==> src/rtl/branch_sequencer_if.sv <==
// Fetch and decode/execute handshake bundle between the PC
// sequencer (master) and the fetch unit / datapath (slave).
interface branch_sequencer_if;
  logic        fetch_req;
  logic [31:0] fetch_addr;
  logic        fetch_ack;
  logic        dec_valid;
  logic        exec_done;

  modport master (
    output fetch_req,
    output fetch_addr,
    input  fetch_ack,
    output dec_valid,
    input  exec_done
  );

  modport slave (
    input  fetch_req,
    input  fetch_addr,
    output fetch_ack,
    input  dec_valid,
    output exec_done
  );
endinterface

==> src/rtl/branch_sequencer.sv <==
// KGP-RISC multi-cycle PC sequencer: fetch handshake, flags, next-PC.
// Optional taken-branch counter built only when BRANCH_STATS_EN is defined.
module branch_sequencer #(
  parameter logic [31:0] RESET_PC      = 32'h0000_0000,
  parameter int unsigned FETCH_TIMEOUT = 16
) (
  input  logic        clk,
  input  logic        rst,
  input  logic        start,
  branch_sequencer_if.master bus,
  input  logic        flags_we,
  input  logic        zero_in,
  input  logic        carry_in,
  input  logic        negative_in,
  input  logic        cond_br,
  input  logic        uncond_br,
  input  logic        reg_br,
  input  logic        halt_in,
  input  logic [1:0]  cond_ctrl,
  input  logic [1:0]  uncond_ctrl,
  input  logic [31:0] immediate,
  input  logic [25:0] pseudo_add,
  input  logic [31:0] register,
  output logic [31:0] pc,
  output logic        link_we,
  output logic [31:0] link_addr,
  output logic        taken,
  output logic        halted,
  output logic        fault,
  output logic [15:0] taken_count
);

  localparam int TW = (FETCH_TIMEOUT > 2) ?
                      $clog2(FETCH_TIMEOUT) : 1;
  localparam logic [TW-1:0] T_LAST = TW'(FETCH_TIMEOUT - 1);

  typedef enum logic [1:0] {
    S_IDLE,
    S_FETCH,
    S_EXEC,
    S_HALT
  } state_t;

  state_t state;
  state_t state_next;

  logic [TW-1:0] timer;
  logic          exec_first;
  logic          flag_z;
  logic          flag_c;
  logic          flag_n;
  logic [31:0]   pc_plus4;
  logic [31:0]   pc_next;
  logic          take;
  logic          link;
  logic          cond_true;
  logic          retire;

  assign pc_plus4 = pc + 32'd4;
  assign retire   = (state == S_EXEC) && bus.exec_done;

  always_ff @(posedge clk or negedge rst) begin
    if (!rst) state <= S_IDLE;
    else      state <= state_next;
  end

  always_comb begin
    state_next = state;
    unique case (state)
      S_IDLE: begin
        if (start) state_next = S_FETCH;
      end
      S_FETCH: begin
        if (bus.fetch_ack)
          state_next = S_EXEC;
        else if (timer == T_LAST)
          state_next = S_HALT;
      end
      S_EXEC: begin
        if (bus.exec_done)
          state_next = halt_in ? S_HALT : S_FETCH;
      end
      S_HALT: state_next = S_HALT;
      default: state_next = S_IDLE;
    endcase
  end

  always_comb begin
    bus.fetch_req  = (state == S_FETCH);
    bus.fetch_addr = pc;
    bus.dec_valid  = (state == S_EXEC) && exec_first;
    halted         = (state == S_HALT);
  end

  // Timer only runs while waiting in FETCH, so every entry starts at 0.
  always_ff @(posedge clk or negedge rst) begin
    if (!rst) begin
      timer <= '0;
    end else if (state != S_FETCH) begin
      timer <= '0;
    end else if (!bus.fetch_ack && timer != T_LAST) begin
      timer <= timer + TW'(1);
    end
  end

  always_ff @(posedge clk or negedge rst) begin
    if (!rst) exec_first <= 1'b0;
    else      exec_first <= (state == S_FETCH) && bus.fetch_ack;
  end

  always_comb begin
    cond_true = 1'b0;
    unique case (cond_ctrl)
      2'b00: cond_true = flag_n;
      2'b01: cond_true = flag_z;
      2'b10: cond_true = !flag_z;
      2'b11: cond_true = flag_c;
      default: cond_true = 1'b0;
    endcase
  end

  // Fixed priority: halt > reg > uncond > cond > sequential.
  always_comb begin
    pc_next = pc_plus4;
    take    = 1'b0;
    link    = 1'b0;
    if (halt_in) begin
      pc_next = pc;
    end else if (reg_br) begin
      pc_next = {register[31:2], 2'b00};
      take    = 1'b1;
    end else if (uncond_br) begin
      if (uncond_ctrl[1] == 1'b0) begin
        pc_next = {pc_plus4[31:28], pseudo_add, 2'b00};
        take    = 1'b1;
        link    = uncond_ctrl[0];
      end
    end else if (cond_br && cond_true) begin
      pc_next = pc_plus4 + immediate;
      take    = 1'b1;
    end
  end

  always_ff @(posedge clk or negedge rst) begin
    if (!rst) begin
      pc        <= RESET_PC;
      link_we   <= 1'b0;
      link_addr <= '0;
      taken     <= 1'b0;
      flag_z    <= 1'b0;
      flag_c    <= 1'b0;
      flag_n    <= 1'b0;
    end else begin
      link_we <= 1'b0;
      taken   <= 1'b0;
      if (retire) begin
        pc      <= pc_next;
        link_we <= link;
        taken   <= take;
        if (link) link_addr <= pc_plus4;
        // Condition above already used the pre-update flags.
        if (flags_we) begin
          flag_z <= zero_in;
          flag_c <= carry_in;
          flag_n <= negative_in;
        end
      end
    end
  end

  always_ff @(posedge clk or negedge rst) begin
    if (!rst) begin
      fault <= 1'b0;
    end else if (state == S_FETCH && state_next == S_HALT) begin
      fault <= 1'b1;
    end
  end

`ifdef BRANCH_STATS_EN
  always_ff @(posedge clk or negedge rst) begin
    if (!rst) begin
      taken_count <= '0;
    end else if (retire && take && taken_count != 16'hFFFF) begin
      taken_count <= taken_count + 16'd1;
    end
  end
`else
  assign taken_count = 16'h0000;
`endif

  logic unused_bits;
  assign unused_bits = ^register[1:0];

endmodule

==> src/flat_wrapper.sv <==
// flat-port wrapper written by rule: the top's interface ports become plain ports
module branch_sequencer_flat 
#(
  parameter logic [31:0] RESET_PC      = 32'h0000_0000,
  parameter int unsigned FETCH_TIMEOUT = 16
)
  (clk, rst, start, flags_we, zero_in, carry_in, negative_in, cond_br, uncond_br, reg_br, halt_in, cond_ctrl, uncond_ctrl, immediate, pseudo_add, register, pc, link_we, link_addr, taken, halted, fault, taken_count, bus_fetch_req, bus_fetch_addr, bus_fetch_ack, bus_dec_valid, bus_exec_done);
  branch_sequencer_if bus_i ();
  input  logic clk;
  input  logic rst;
  input  logic start;
  input  logic flags_we;
  input  logic zero_in;
  input  logic carry_in;
  input  logic negative_in;
  input  logic cond_br;
  input  logic uncond_br;
  input  logic reg_br;
  input  logic halt_in;
  input  logic [1:0] cond_ctrl;
  input  logic [1:0] uncond_ctrl;
  input  logic [31:0] immediate;
  input  logic [25:0] pseudo_add;
  input  logic [31:0] register;
  output logic [31:0] pc;
  output logic link_we;
  output logic [31:0] link_addr;
  output logic taken;
  output logic halted;
  output logic fault;
  output logic [15:0] taken_count;
  output wire logic [$bits(bus_i.fetch_req)-1:0] bus_fetch_req;
  output wire logic [$bits(bus_i.fetch_addr)-1:0] bus_fetch_addr;
  input wire logic [$bits(bus_i.fetch_ack)-1:0] bus_fetch_ack;
  output wire logic [$bits(bus_i.dec_valid)-1:0] bus_dec_valid;
  input wire logic [$bits(bus_i.exec_done)-1:0] bus_exec_done;
  assign bus_fetch_req = bus_i.fetch_req;
  assign bus_fetch_addr = bus_i.fetch_addr;
  assign bus_i.fetch_ack = bus_fetch_ack;
  assign bus_dec_valid = bus_i.dec_valid;
  assign bus_i.exec_done = bus_exec_done;
  branch_sequencer #(.RESET_PC(RESET_PC), .FETCH_TIMEOUT(FETCH_TIMEOUT)) u_core (.clk(clk), .rst(rst), .start(start), .bus(bus_i), .flags_we(flags_we), .zero_in(zero_in), .carry_in(carry_in), .negative_in(negative_in), .cond_br(cond_br), .uncond_br(uncond_br), .reg_br(reg_br), .halt_in(halt_in), .cond_ctrl(cond_ctrl), .uncond_ctrl(uncond_ctrl), .immediate(immediate), .pseudo_add(pseudo_add), .register(register), .pc(pc), .link_we(link_we), .link_addr(link_addr), .taken(taken), .halted(halted), .fault(fault), .taken_count(taken_count));
endmodule
==> config.mk <==
export PLATFORM = sky130hd
export DESIGN_NAME = branch_sequencer_flat
export DESIGN_NICKNAME = d
export VERILOG_FILES = /design/src/rtl/branch_sequencer_if.sv /design/src/rtl/branch_sequencer.sv /design/src/flat_wrapper.sv
export SDC_FILE = /design/constraint.sdc
export NUM_CORES = 1
export LEC_CHECK = 0
export BUFFER_PORTS_ARGS = -buffer_cell sky130_fd_sc_hd__buf_2
export CORE_MARGIN = 2
export CORE_UTILIZATION = 25
export DETAILED_ROUTE_END_ITERATION = 8
export HOLD_SLACK_MARGIN = 0.15
export PLACE_DENSITY_LB_ADDON = 0.2
export SLEW_MARGIN = 20
export SYNTH_ARGS = -nofsm -noshare
export SYNTH_HDL_FRONTEND = slang
export SYNTH_SLANG_ARGS = --single-unit
==> constraint.sdc <==
create_clock -name clk -period 4.4 [get_ports clk]
set_input_delay 0 -clock clk [delete_from_list [all_inputs] [get_ports clk]]
set_output_delay 0 -clock clk [all_outputs]
set_load 0.005 [all_outputs]
# Word-level counts from Yosys, hierarchy flattened
# Index checks and enable logic that the tools add are counted.
dict set report word_totals {
  ff_bits 77
  output_inout_bits 118
}
dict set report op_classes {
  n_reduce_logical 14
  addsub 3
  eq_ne 10
  bitwise 1
  muxes 24
}
# operator n
set ops {}
lappend ops {{32-bit 2-to-1 mux} 3}
lappend ops {{32-bit by 3-bit adder with 32-bit output (second input constant)} 1}
lappend ops {{32-bit adder} 1}
lappend ops {{28-bit 2-to-1 mux} 1}
lappend ops {{1-bit 2-to-1 mux} 11}
lappend ops {{2-bit equality test (second input constant)} 5}
lappend ops {{2-bit 2-to-1 mux} 5}
lappend ops {{4-bit 2-to-1 mux} 2}
lappend ops {{2-bit case mux with 4 select lines} 1}
lappend ops {{1-bit logical AND} 6}
lappend ops {{2-bit AND reduction} 3}
lappend ops {{4-bit by 1-bit adder with 4-bit output (second input constant)} 1}
lappend ops {{2-bit by 1-bit equality test with 1-bit output (second input constant)} 2}
lappend ops {{4-bit equality test (second input constant)} 1}
lappend ops {{2-bit zero test} 2}
lappend ops {{4-bit != test (second input constant)} 1}
lappend ops {{1-bit case mux with 4 select lines} 1}
lappend ops {{1-bit zero test} 2}
lappend ops {{2-bit by 1-bit != test with 1-bit output (second input constant)} 1}
lappend ops {{2-bit nonzero test} 1}
lappend ops {{1-bit NOT} 1}

# Logic depth before layout (Yosys ltp)
dict set report logic_depth {
  word_depth 8
  mapped_depth 16
  depth_no_buf 15
}

# Least setup slack after synthesis
# Ideal clock, no wire load.
dict set report synth_timing {
  path_kind {reg2reg}
  from {register u_core.pc[8], in the netlist u_core.bus.fetch_addr[8]}
  to {register u_core.pc[31], in the netlist u_core.bus.fetch_addr[31]}
  setup_slack_ns 0.627
  path_buffers 1
  t_arrival_ns 3.641
  stages_incl_launch_ff 16
  setup_time_ns 0.132
  path_cell_list {dfrtp_1 -> and4_1 -> nand2_1 -> nor4_2 -> nand2_1 -> xnor2_1 -> ha_1 -> buf_2 -> a21o_1 -> a21o_1 -> a221o_1 -> a221o_1 -> or3_1 -> a31o_1 -> a31oi_1 -> o21ai_1}
}
dict set report synth_between {
  elab_chain_cells 5
}
# item line
set synth_rtl {}
lappend synth_rtl {{start: declaration} branch_sequencer.sv:24} ;# output logic [31:0] pc,
lappend synth_rtl {{start signal: assignment} branch_sequencer.sv:157} ;# pc <= pc_next;
lappend synth_rtl {{32-bit by 3-bit adder with 32-bit output} branch_sequencer.sv:59} ;# assign pc_plus4 = pc + 32'd4;
lappend synth_rtl {{named net u_core.pc_plus4[28]} branch_sequencer.sv:52} ;# logic [31:0] pc_plus4;
lappend synth_rtl {{32-bit adder} branch_sequencer.sv:139} ;# pc_next = pc_plus4 + immediate;
lappend synth_rtl {{32-bit 2-to-1 mux} branch_sequencer.sv:138} ;# end else if (cond_br && cond_true) begin
lappend synth_rtl {{32-bit 2-to-1 mux} branch_sequencer.sv:132} ;# end else if (uncond_br) begin
lappend synth_rtl {{32-bit 2-to-1 mux} branch_sequencer.sv:129} ;# end else if (reg_br) begin
# The timed path passes the listed nets, and every way through them passes these cells.
# A chain may end at the register's enable or synchronous reset.

# Worst setup path in the final report
dict set report layout_timing {
  from {register u_core.pc[11], in the netlist u_core.bus.fetch_addr[11]}
  to {register u_core.pc[31], in the netlist u_core.bus.fetch_addr[31]}
}
# Same word-level chain as after synthesis.

==> metrics <==
min cycle time layout 4.09 ns; cell with the most instances after synthesis nand2_1; CP max stage cell dfrtp_1; largest net degree at the start of global routing 78; maximum clock path buffer count 2; Hold Crit Depth 4; CP Depth 16; Min Hold Slack 0.133 ns; Initial Util 25.3%; Reg clk slew, reported paths 0.07 ns; total core area 25,000 sq um; routed wire length 23,600 microns; later-pin clock latency in the skew report 0.35 ns; DR pass1 iterations 5; Yosys warning total 0; Crit Path Max Fanout 7; H-tree Lvls 3; placed insts 1,258; Post-CTS Setup Bufs 0; Top Ports 225; vias in the first global route 6,277; clk sinks 77; hold path start pseudo_add[23]; worst hold path class in2reg; slew of the pin with the lowest slew margin 0.906 ns; FF-to-FF path depth 16; CTS tree built; Slew headroom 39.6%; Final nets 1,142; Yosys cell types 66; EDFF count, synth 0; Cells after Synth 759; WL/cell 17.7 microns; Fin. Hold Viols 0; Max stage delay on crit path 0.43 ns; Detailed Route Iter0 Violations 395; # DRC 0; Final ANT Viol Nets 0; Max IR drop VDD 0.000231 V; Final setup violation count 0; achievable frequency 244 MHz; worst path arrival time 4.32 ns; register area share after synthesis 30.5%; TritonCTS Buffers 9; RSZ-0062 raised after global routing no; Yosys top cell by area dfrtp_1; Rows 58; vias per cell 4.85; Critical path origin u_core.bus.fetch_addr[11]; PortBufs 206; cell family with most CP delay compound AO/OA/AOI/OAI gates; Cell Area, Synth 6310 sq um; WS Path Type reg2reg; asr flop ratio synth 100%; Worst Slack Setup Final 0.308 ns; final worst-path cycle share 93.0%; leakage power 0.00422 uW; top-area cell type share of the netlist area 30.5%; number of synthesized register bits 77; Req. time, crit path 4.63 ns; fin cells 1,331; Die ar. 26,500 sq um; area grow syn2layout 34.2%; ys flop type dfrtp_1; Avg Cell Area, Syn 8.32 sq um; Critical path buffers and inverters 2; dpl ws 0.286 ns; Root Buffer clkbuf_16; Max-Cap Viols 0; Chip Width 163 microns; Overflow after GRT 0; gr usage total 17.7%; global-route wire length before repair 35,900 microns; Final HPWL DP 17,700 microns; initial antenna violation count 1; placer's final routability congestion estimate 0.838; Setup crit end kind register; Pins Over Slew Limit 0; synth top area cells dfrtp_1 (31%), ha_1 (7.9%), nand2_1 (6.1%); worst-path cell chain and4_1 -> nand2_1 -> nor4_1 -> buf_4 -> and3_1 -> xnor2_1 -> inv_1 -> ha_1 -> a21oi_1 -> o21ai_0 -> o21bai_1 -> a221o_1 -> or3_1 -> a31o_1 -> a31oi_1 -> o21ai_1; Post-synth top cells nand2_1 (103), dfrtp_1 (77), buf_4 (50); Clock Skew 0.00965 ns; pwr dens 556 nW/um^2; routed via count 6,458; worst r2r src u_core.bus.fetch_addr[11]; die height 163 microns; Setup TNS 0 ns; status finished clean; Power Total 4710 uW; layout cells sized above 1 27.3%; Critical Path Start Type register
## layer usage
metal  share of wire [%]  up-vias  wire length, microns  GRT usage, %
met4                 2.4        0                   560          5.63
met5                   0        -                     0             0
met3                 5.9       23                  1400          3.64
met1                  45     3044                 10600          22.9
met2                  47      228                 11100          29.5
li1                    -     3163                     -             -
## placed cells by master (no fill, tap or decap), types with 14 or more instances in the layout
cell,count
buf_2,205
nand2_1,103
dfrtp_1,73
dlygate4sd3_1,55
o21ai_0,46
a21oi_1,46
nor2_1,41
inv_1,39
ha_1,39
buf_4,27
xor2_1,26
xnor2_1,23
a221oi_1,21
a21o_1,17
o21a_1,16
nand4_1,16
conb_1,16
nand3_1,14
and3_1,14
## tightest hold or removal path: stages
cell      delay, ns
buf_2          0.08
a221oi_1       0.10
o211ai_1       0.12
o211a_1        0.14
## what timing repair did
| action | 4_1_cts | 5_1_grt |
|---|---|---|
| resized for setup | 0 | 7 |
| setup endpoints to repair | 0 | 1 |
| hold buffers | 55 | 0 |
| hold endpoints to repair | 111 | 0 |
## flip-flops by register name, indices dropped and copies added, names as in the netlist
register and flops:
u_core.flag_z 1, u_core.link_addr 32, u_core.fault 1, u_core.bus.fetch_addr 32
u_core.flag_c 1, u_core.flag_n 1, u_core.state 2, u_core.timer 4
u_core.exec_first 1, u_core.link_we 1, u_core.taken 1
## stage by stage
step                util [%]  instance area (sq um)
floorplan                  -                   6370
CTS                     33.8                   8450
finish                  33.9                   8470
global route            33.9                   8470
global placement        30.2                   7550
detailed placement      30.2                   7550
## final timing paths
path,to,slack (ns)
min in group asynchronous,u_core.link_addr[8],0.25
max in group asynchronous,u_core.bus.fetch_addr[28],3.57
setup reg to reg,u_core.bus.fetch_addr[31],0.31
setup / recovery,u_core.bus.fetch_addr[31],0.31
hold / removal,u_core.bus.fetch_addr[25],0.13
hold reg to reg,u_core.link_addr[0],0.47
## kinds of logic (layout without fill, tap and decap cells)
family | count (synthesis) | after routing | share of synthesized area (%)
compound gates | 221 | 221 | 24.5
fa+ha+maj | 41 | 41 | 8.24
mux | 9 | 9 | 1.51
other cells | 1 | 18 | 0.0594
flops | 77 | 77 | 30.5
simple gates | 242 | 242 | 18.4
buf+inv | 119 | 344 | 10.1
xor+xnor | 49 | 49 | 6.80
## report_power, final
part | internal (uW) | switching, uW
Combinational | 1200 | 1450
Clock | 572 | 324
Sequential | 890 | 277
## area by class of cell
class	instances	area [sq um]
flip-flops and latches	77	1930
repair buffers	288	1790
clock buffers	11	243
well taps	330	413
diodes	2	5.00
multi-input cells	578	3830
fillers	2686	16500
clock inverters	5	106
inverters	40	150
Note: power is estimated with default switching activity, not from simulation.
